### src/rtl/if_id_stage.sv
// Fetch stage and IF/ID pipeline register: owns the PC, computes PC+2, applies
// hazard stalls and ID-resolved redirects, and stops fetching on HLT.
//
// state   | meaning
// --------+------------------------------------------------------------
// FETCH   | fetching sequentially; PC advances by 2 each unstalled edge
// HALTED  | HLT captured; PC frozen, IF/ID filled with bubbles until redirect
module if_id_stage (
  input  logic        clk,
  input  logic        rst,
  input  logic        stall,
  input  logic        branch_taken,
  input  logic [15:0] branch_target,
  input  logic [15:0] imem_data,
  output logic [15:0] imem_addr,
  output logic [15:0] ID_instr,
  output logic [15:0] ID_PC_INC_OUT,
  output logic        ID_valid,
  output logic        fetch_halted,
  output logic [15:0] fetch_count
);

  typedef enum logic {
    S_FETCH  = 1'b0,
    S_HALTED = 1'b1
  } state_t;

  localparam logic [3:0] OP_HLT = 4'hF;

  state_t      state_q, state_d;
  logic [15:0] pc_q, pc_d;
  logic [15:0] instr_q, instr_d;
  logic [15:0] pc_inc_q, pc_inc_d;
  logic        valid_q, valid_d;
  logic [15:0] count_q, count_d;
  logic [15:0] pc_plus2;

  assign pc_plus2 = pc_q + 16'd2;

  always_ff @(posedge clk) begin
    if (rst) begin
      state_q  <= S_FETCH;
      pc_q     <= 16'h0000;
      instr_q  <= 16'h0000;
      pc_inc_q <= 16'h0000;
      valid_q  <= 1'b0;
      count_q  <= 16'h0000;
    end else begin
      state_q  <= state_d;
      pc_q     <= pc_d;
      instr_q  <= instr_d;
      pc_inc_q <= pc_inc_d;
      valid_q  <= valid_d;
      count_q  <= count_d;
    end
  end

  always_comb begin
    state_d  = state_q;
    pc_d     = pc_q;
    instr_d  = instr_q;
    pc_inc_d = pc_inc_q;
    valid_d  = valid_q;
    count_d  = count_q;

    if (stall) begin
      // hold everything; a branch seen under stall is re-presented later
    end else if (branch_taken) begin
      // an older branch in ID overrides whatever was just fetched, HLT included
      pc_d     = {branch_target[15:1], 1'b0};
      instr_d  = 16'h0000;
      pc_inc_d = 16'h0000;
      valid_d  = 1'b0;
      state_d  = S_FETCH;
    end else begin
      unique case (state_q)
        S_FETCH: begin
          instr_d  = imem_data;
          pc_inc_d = pc_plus2;
          valid_d  = 1'b1;
          count_d  = count_q + 16'd1;
          if (imem_data[15:12] == OP_HLT) begin
            state_d = S_HALTED;
          end else begin
            pc_d = pc_plus2;
          end
        end
        S_HALTED: begin
          instr_d = 16'h0000;
          valid_d = 1'b0;
        end
        default: state_d = S_FETCH;
      endcase
    end
  end

  assign imem_addr     = pc_q;
  assign ID_instr      = instr_q;
  assign ID_PC_INC_OUT = pc_inc_q;
  assign ID_valid      = valid_q;
  assign fetch_halted  = (state_q == S_HALTED);
  assign fetch_count   = count_q;

endmodule
### config.mk
export PLATFORM = sky130hd
export DESIGN_NAME = if_id_stage
export DESIGN_NICKNAME = d
export VERILOG_FILES = /design/src/rtl/if_id_stage.sv
export SDC_FILE = /design/constraint.sdc
export NUM_CORES = 1
export LEC_CHECK = 0
export ABC_CLOCK_PERIOD_IN_PS = 3100
export BUFFER_PORTS_ARGS = -buffer_cell sky130_fd_sc_hd__buf_2
export CORE_MARGIN = 10
export CORE_UTILIZATION = 50
export CTS_BUF_LIST = sky130_fd_sc_hd__clkbuf_4 sky130_fd_sc_hd__clkbuf_8
export CTS_CLUSTER_DIAMETER = 150
export DETAILED_ROUTE_END_ITERATION = 10
export GPL_ROUTABILITY_DRIVEN = 1
export PLACE_DENSITY = 0.89
export SLEW_MARGIN = 5
export SYNTH_ARGS = -nofsm -noshare
export SYNTH_HDL_FRONTEND = slang
export SYNTH_SLANG_ARGS = --single-unit
### constraint.sdc
create_clock -name clk -period 3.1 [get_ports clk]
set_input_delay 0.62 -clock clk [delete_from_list [all_inputs] [get_ports clk]]
set_output_delay 0.62 -clock clk [all_outputs]
set_load 0.05 [all_outputs]
[Word-level counts from Yosys, hierarchy flattened]
Cells that the tools add are included.
Word-level totals
  bits in registers: 66
  bits of input ports: 36
  output and inout port bits: 66
  logic and storage cells: 29
Cells by class
  $add $sub $neg: 2
  eq/ne operators: 3
  muxes and demuxes: 12
  bitwise gates (word level): 3
  reduce and logical (&&, ||, !) cells: 3
Operator list (count)
  $mux 16: 6
  $pmux 16 s2: 1
  $add 16x1->16 const B: 1
  $add 16x2->16 const B: 1
  $reduce_and 3->1: 2
  $eq 4x4->1 const B: 1
  $mux 1: 4
  $ne 2x2->1 const B: 2
  $not 1->1: 3
  $pmux 1 s2: 1
  $reduce_and 2->1: 1

[Longest topological paths before layout]
  depth in word-level cells: 4
  mapped depth: 7
  gate-level depth less buffers: 5

[Worst setup path after synthesis]
Ideal clock, no wire load.
  path type: flip-flop to flip-flop
  from: reg pc_q[1], in the netlist imem_addr[1]
  to: reg pc_q[13], in the netlist imem_addr[13]
  setup time: 74 ps
  arrival time: 2078 ps
  required time: 3026 ps
  setup slack: 948 ps
  cell stages (with the launch flop): 7
  path buffers: 1
  period minus slack after synthesis: 2152 ps
  cells stage by stage: dfxtp_1 ha_1 clkbuf_1 and3_1 nand3_1 or4_1 a31oi_1
On the way
  cells in the longest elaborated chain, start to end: 4
Ends and longest elaborated chain
  from (decl): RTL line 31  | logic [15:0] pc_q, pc_d;
  from (signal assigned): RTL line 50  | pc_q <= pc_d;
  $add 16x2->16: RTL line 38  | assign pc_plus2 = pc_q + 16'd2;
  $mux 16: RTL line 82  | if (imem_data[15:12] == OP_HLT) begin
  $mux 16: RTL line 76  | unique case (state_q)
  $mux 16: RTL line 68  | end else if (branch_taken) begin
Every way passes these cells. The select of a mux whose other input is x is not followed.
A chain may end at the register's enable or synchronous reset.

[Worst setup path after layout]
  from: in branch_taken
  to: reg count_q[14], in the netlist fetch_count[14]
On the way
  cells in the longest elaborated chain, start to end: 2
Ends and longest elaborated chain
  from (decl): RTL line 12  | input logic branch_taken,
  $not 1->1 (no source line)
  $reduce_and 3->1 (no source line)
  to (signal assigned): RTL line 54  | count_q <= count_d;
  to (decl): RTL line 35  | logic [15:0] count_q, count_d;
Every way passes these cells.

==> impl_summary.log <==
[metrics] outcome: complete, no violations
[metrics] Power per Cell Area: 519.2 nW/um^2
[metrics] root buf cell: sky130_fd_sc_hd__clkbuf_8
[metrics] proportion of synthesized chip area in sequential cells: 0.4305
[metrics] clock skew: ~6.7 ps
[metrics] wire length of the first global-routing pass: roughly 14000 um
[metrics] syn nets: between 300 and 400
[metrics] Seq. cell area: 1301 um^2
[metrics] Worst Tran Pin Value: between 700 and 800 ps
[metrics] final worst-path cycle share: 0.6742
[metrics] number of nets with antenna violations after detailed routing: 0
[metrics] Die Y: roughly 98 um
[metrics] post-DR wirelength/cell: between 15 and 20 um
[metrics] count of flip-flops with a built-in enable after synthesis: 0
[metrics] share of async-settable or async-resettable flops after synthesis: 0
[metrics] multi-input gate area in the final layout: 1569 um^2
[metrics] critical path, cell by cell: buf_2, or3_1, or3_4, nor3_2, mux2_2
[metrics] Crit path largest cell delay: 430 ps
[metrics] required time of the worst setup path: about 3300 ps
[metrics] worst slack, placed: around 660 ps
[metrics] worst path arrival time: between 2000 and 2500 ps
[metrics] count of cells resized by post-cts repair: 0
[metrics] count of buffers inserted at the top-level ports: 99
[metrics] buffers and inverters on the worst path: 1
[metrics] H-tree depth: 3
[metrics] largest fanout on the critical path: 38
[metrics] All-Layer GR Usage: 0.1728
[metrics] number of distinct library cell variants in the gate-level netlist after synthesis: 56
[metrics] half-perimeter wire length after placement: 6034 um
[metrics] crit path launch type: input pin
[metrics] fin worst setup slack: between 1000 and 1500 ps
[metrics] Synth warnings: 0
[metrics] Hold Buf Count CTS: 0
[metrics] unrepaired setup endpoints after global routing: false
[metrics] Total Wirelength: approximately 8400 um
[metrics] Pre-Repair DR Iteration Count: 4
[metrics] commonest cells after routing, fill and taps aside: sky130_fd_sc_hd__buf_2, sky130_fd_sc_hd__dfxtp_1, sky130_fd_sc_hd__nor2_1
[metrics] WS Path Type: in -> reg
[metrics] largest voltage drop on the vdd net: ~340 uV
[metrics] number of buffers inserted by post-CTS setup repair: 0
[metrics] initial cell density of the core: 0.5136
[metrics] worst-skew pair later-pin latency: about 340 ps
[metrics] Ports: 102
[metrics] number of clock sinks: 65
[metrics] RD Place Congestion: ~0.79
[metrics] number of cell rows: 28
[metrics] Final #Nets: a little under 500
[metrics] slowest cell on the critical path: sky130_fd_sc_hd__or3_4
[metrics] overall die area: between 9000 and 10000 um^2
[metrics] most frequent standard cell in the layout excluding fill and tap cells: sky130_fd_sc_hd__buf_2
[metrics] cell leakage power: 1.580 nW
[metrics] Inserted Clock Buffers: 9
[metrics] number of buffers on the longest clock path: 2
[metrics] Final Slew Violations: 0
[metrics] Hold/Removal Path Class: reg -> reg
[metrics] Die Width: about 98 um
[metrics] area added between synthesis and finish: 23.68%
[metrics] Critical Path End Type: flop
[metrics] post-layout min period: around 2100 ps
[metrics] Clock Pin Slew Worst Setup and Hold Paths: around 70 ps
[metrics] Layout fillers: between 500 and 600
[metrics] maximum number of pins on one net before global-route repair: 44
[metrics] max-cap check violation count: 0
[metrics] number of vias per cell after detailed routing: 5.706
[metrics] total power consumption of the routed design: about 0.0019 W
[metrics] hold violation total from the final report: 0
[metrics] worst relative slew slack: 0.5131
[metrics] number of setup violations in the final report: 0
[metrics] DRT iter0 DRCs: roughly 150
[metrics] total congestion overflow after global routing: 0
[metrics] share of cells above drive strength 1: 0.2806
[metrics] diodes inserted: 0
[metrics] netlist area before placement: 3023 um^2
[metrics] setup_tns: 0 ps
[metrics] clock tree from TritonCTS: built
[metrics] antenna violations before repair: 0
[metrics] DRC violations left: 0
[metrics] register bit total from synthesis: 65
[metrics] CP delay by family, top: simple AND/OR/NAND/NOR gates
[metrics] number of global-route vias before repair: 2920
[metrics] Avg Cell Area, Syn: 8.491 um^2
[metrics] dominant register cell in the synthesized netlist: sky130_fd_sc_hd__dfxtp_1
[metrics] cell count after synthesis: about 360
[metrics] upper clock frequency limit: about 0.48 GHz
[metrics] standard cell core area: 5886 um^2
[metrics] total number of vias: about 3000
==> cells in the mapped netlist, types with 3 or more instances <==
cell type / count / area [um^2]
sky130_fd_sc_hd__or4_1: 5 / 37.54
sky130_fd_sc_hd__o21ai_0: 15 / 75.07
sky130_fd_sc_hd__a21oi_1: 22 / 110.1
sky130_fd_sc_hd__or3_1: 4 / 25.02
sky130_fd_sc_hd__nor3_1: 5 / 25.02
sky130_fd_sc_hd__nand3b_1: 3 / 22.52
sky130_fd_sc_hd__buf_2: 4 / 20.02
sky130_fd_sc_hd__dfxtp_1: 65 / 1301
sky130_fd_sc_hd__nand3_1: 16 / 80.08
sky130_fd_sc_hd__a21boi_0: 3 / 22.52
sky130_fd_sc_hd__o31ai_1: 3 / 22.52
sky130_fd_sc_hd__nor4_1: 3 / 18.77
sky130_fd_sc_hd__nand2b_1: 4 / 25.02
sky130_fd_sc_hd__a31oi_1: 7 / 43.79
sky130_fd_sc_hd__inv_1: 9 / 33.78
sky130_fd_sc_hd__nor2_1: 44 / 165.2
sky130_fd_sc_hd__nand4_1: 10 / 62.56
sky130_fd_sc_hd__xnor2_1: 7 / 61.31
sky130_fd_sc_hd__a22oi_1: 23 / 172.7
sky130_fd_sc_hd__o32ai_1: 5 / 43.79
sky130_fd_sc_hd__o21a_1: 3 / 22.52
sky130_fd_sc_hd__and2_1: 6 / 37.54
sky130_fd_sc_hd__and4_1: 5 / 43.79
sky130_fd_sc_hd__nand2_1: 21 / 78.83
sky130_fd_sc_hd__xor2_1: 9 / 78.83
sky130_fd_sc_hd__clkbuf_1: 17 / 63.81
==> report_power, final <==
group | leakage [nW] | internal, W | total (W) | switching [W]
sequential | 0.528 | 0.000862 | 0.000896 | 0.0000338
clock | 0.114 | 0.000455 | 0.000771 | 0.000316
combinational | 0.939 | 0.0000789 | 0.000274 | 0.000195
==> path summary, 6_finish.rpt <==
check              startpoint                to  slack, ps  depth (start not counted)
max              branch_taken   fetch_count[14]       1010                          5
min          ID_PC_INC_OUT[7]  ID_PC_INC_OUT[7]        460                          2
max reg2reg      imem_addr[1]     imem_addr[13]       1070                          5
min reg2reg  ID_PC_INC_OUT[7]  ID_PC_INC_OUT[7]        460                          2
==> per-layer routing <==
layer	vias to the layer above	global-route usage	part of all wire
li1	1466	-	-
met1	1423	0.1938	0.42
met2	89	0.2923	0.49
met3	12	0.06202	0.071
met4	0	0.06823	0.015
met5	-	0	0
==> area by class of cell <==
cell class,instances,area share
Timing Repair Buffer,103,0.1406
Multi-Input combinational cell,256,0.4197
Clock buffer,14,0.04819
Sequential cell,65,0.3481
Inverter,9,0.009036
Clock inverter,2,0.009371
Tap cell,75,0.02510
==> worst min-delay path, cell delays in order (launching register included) <==
cell,delay [ps]
sky130_fd_sc_hd__dfxtp_1,310
sky130_fd_sc_hd__nand2_1,50
sky130_fd_sc_hd__a21oi_1,50
==> cells by family (layout without fill, tap and decap cells) <==
family,Yosys count,in the layout,share of synthesized area
compound gates,94,94,0.2070
xor+xnor,16,16,0.04636
fa+ha+maj,2,2,0.008277
buf+inv,35,128,0.05049
flops,65,65,0.4305
mux,3,3,0.01076
other cells,1,1,0.001241
simple gates,140,140,0.2454
==> metrics by stage <==
| step | cells | cell area [um^2] | hold WS [ps] | util |
|---|---|---|---|---|
| 5_1_grt | 524 | 3739 | 480.4 | 0.6352 |
| 4_1_cts | 524 | 3739 | 461.5 | 0.6352 |
| 3_3_place_gp | 508 | 3523 | 438.1 | 0.5986 |
| 3_5_place_dp | 508 | 3523 | 450.1 | 0.5986 |
| 6_report | 524 | 3739 | 458.4 | 0.6352 |
| 2_1_floorplan | 356 | 3023 | 673.7 | - |
==> state kept, by name, summed over array words and instances (netlist names) <==
signal         flops
imem_addr         15
ID_valid           1
fetch_count       16
ID_instr          16
fetch_halted       1
ID_PC_INC_OUT     16
Power figures use the tool's default switching activity.
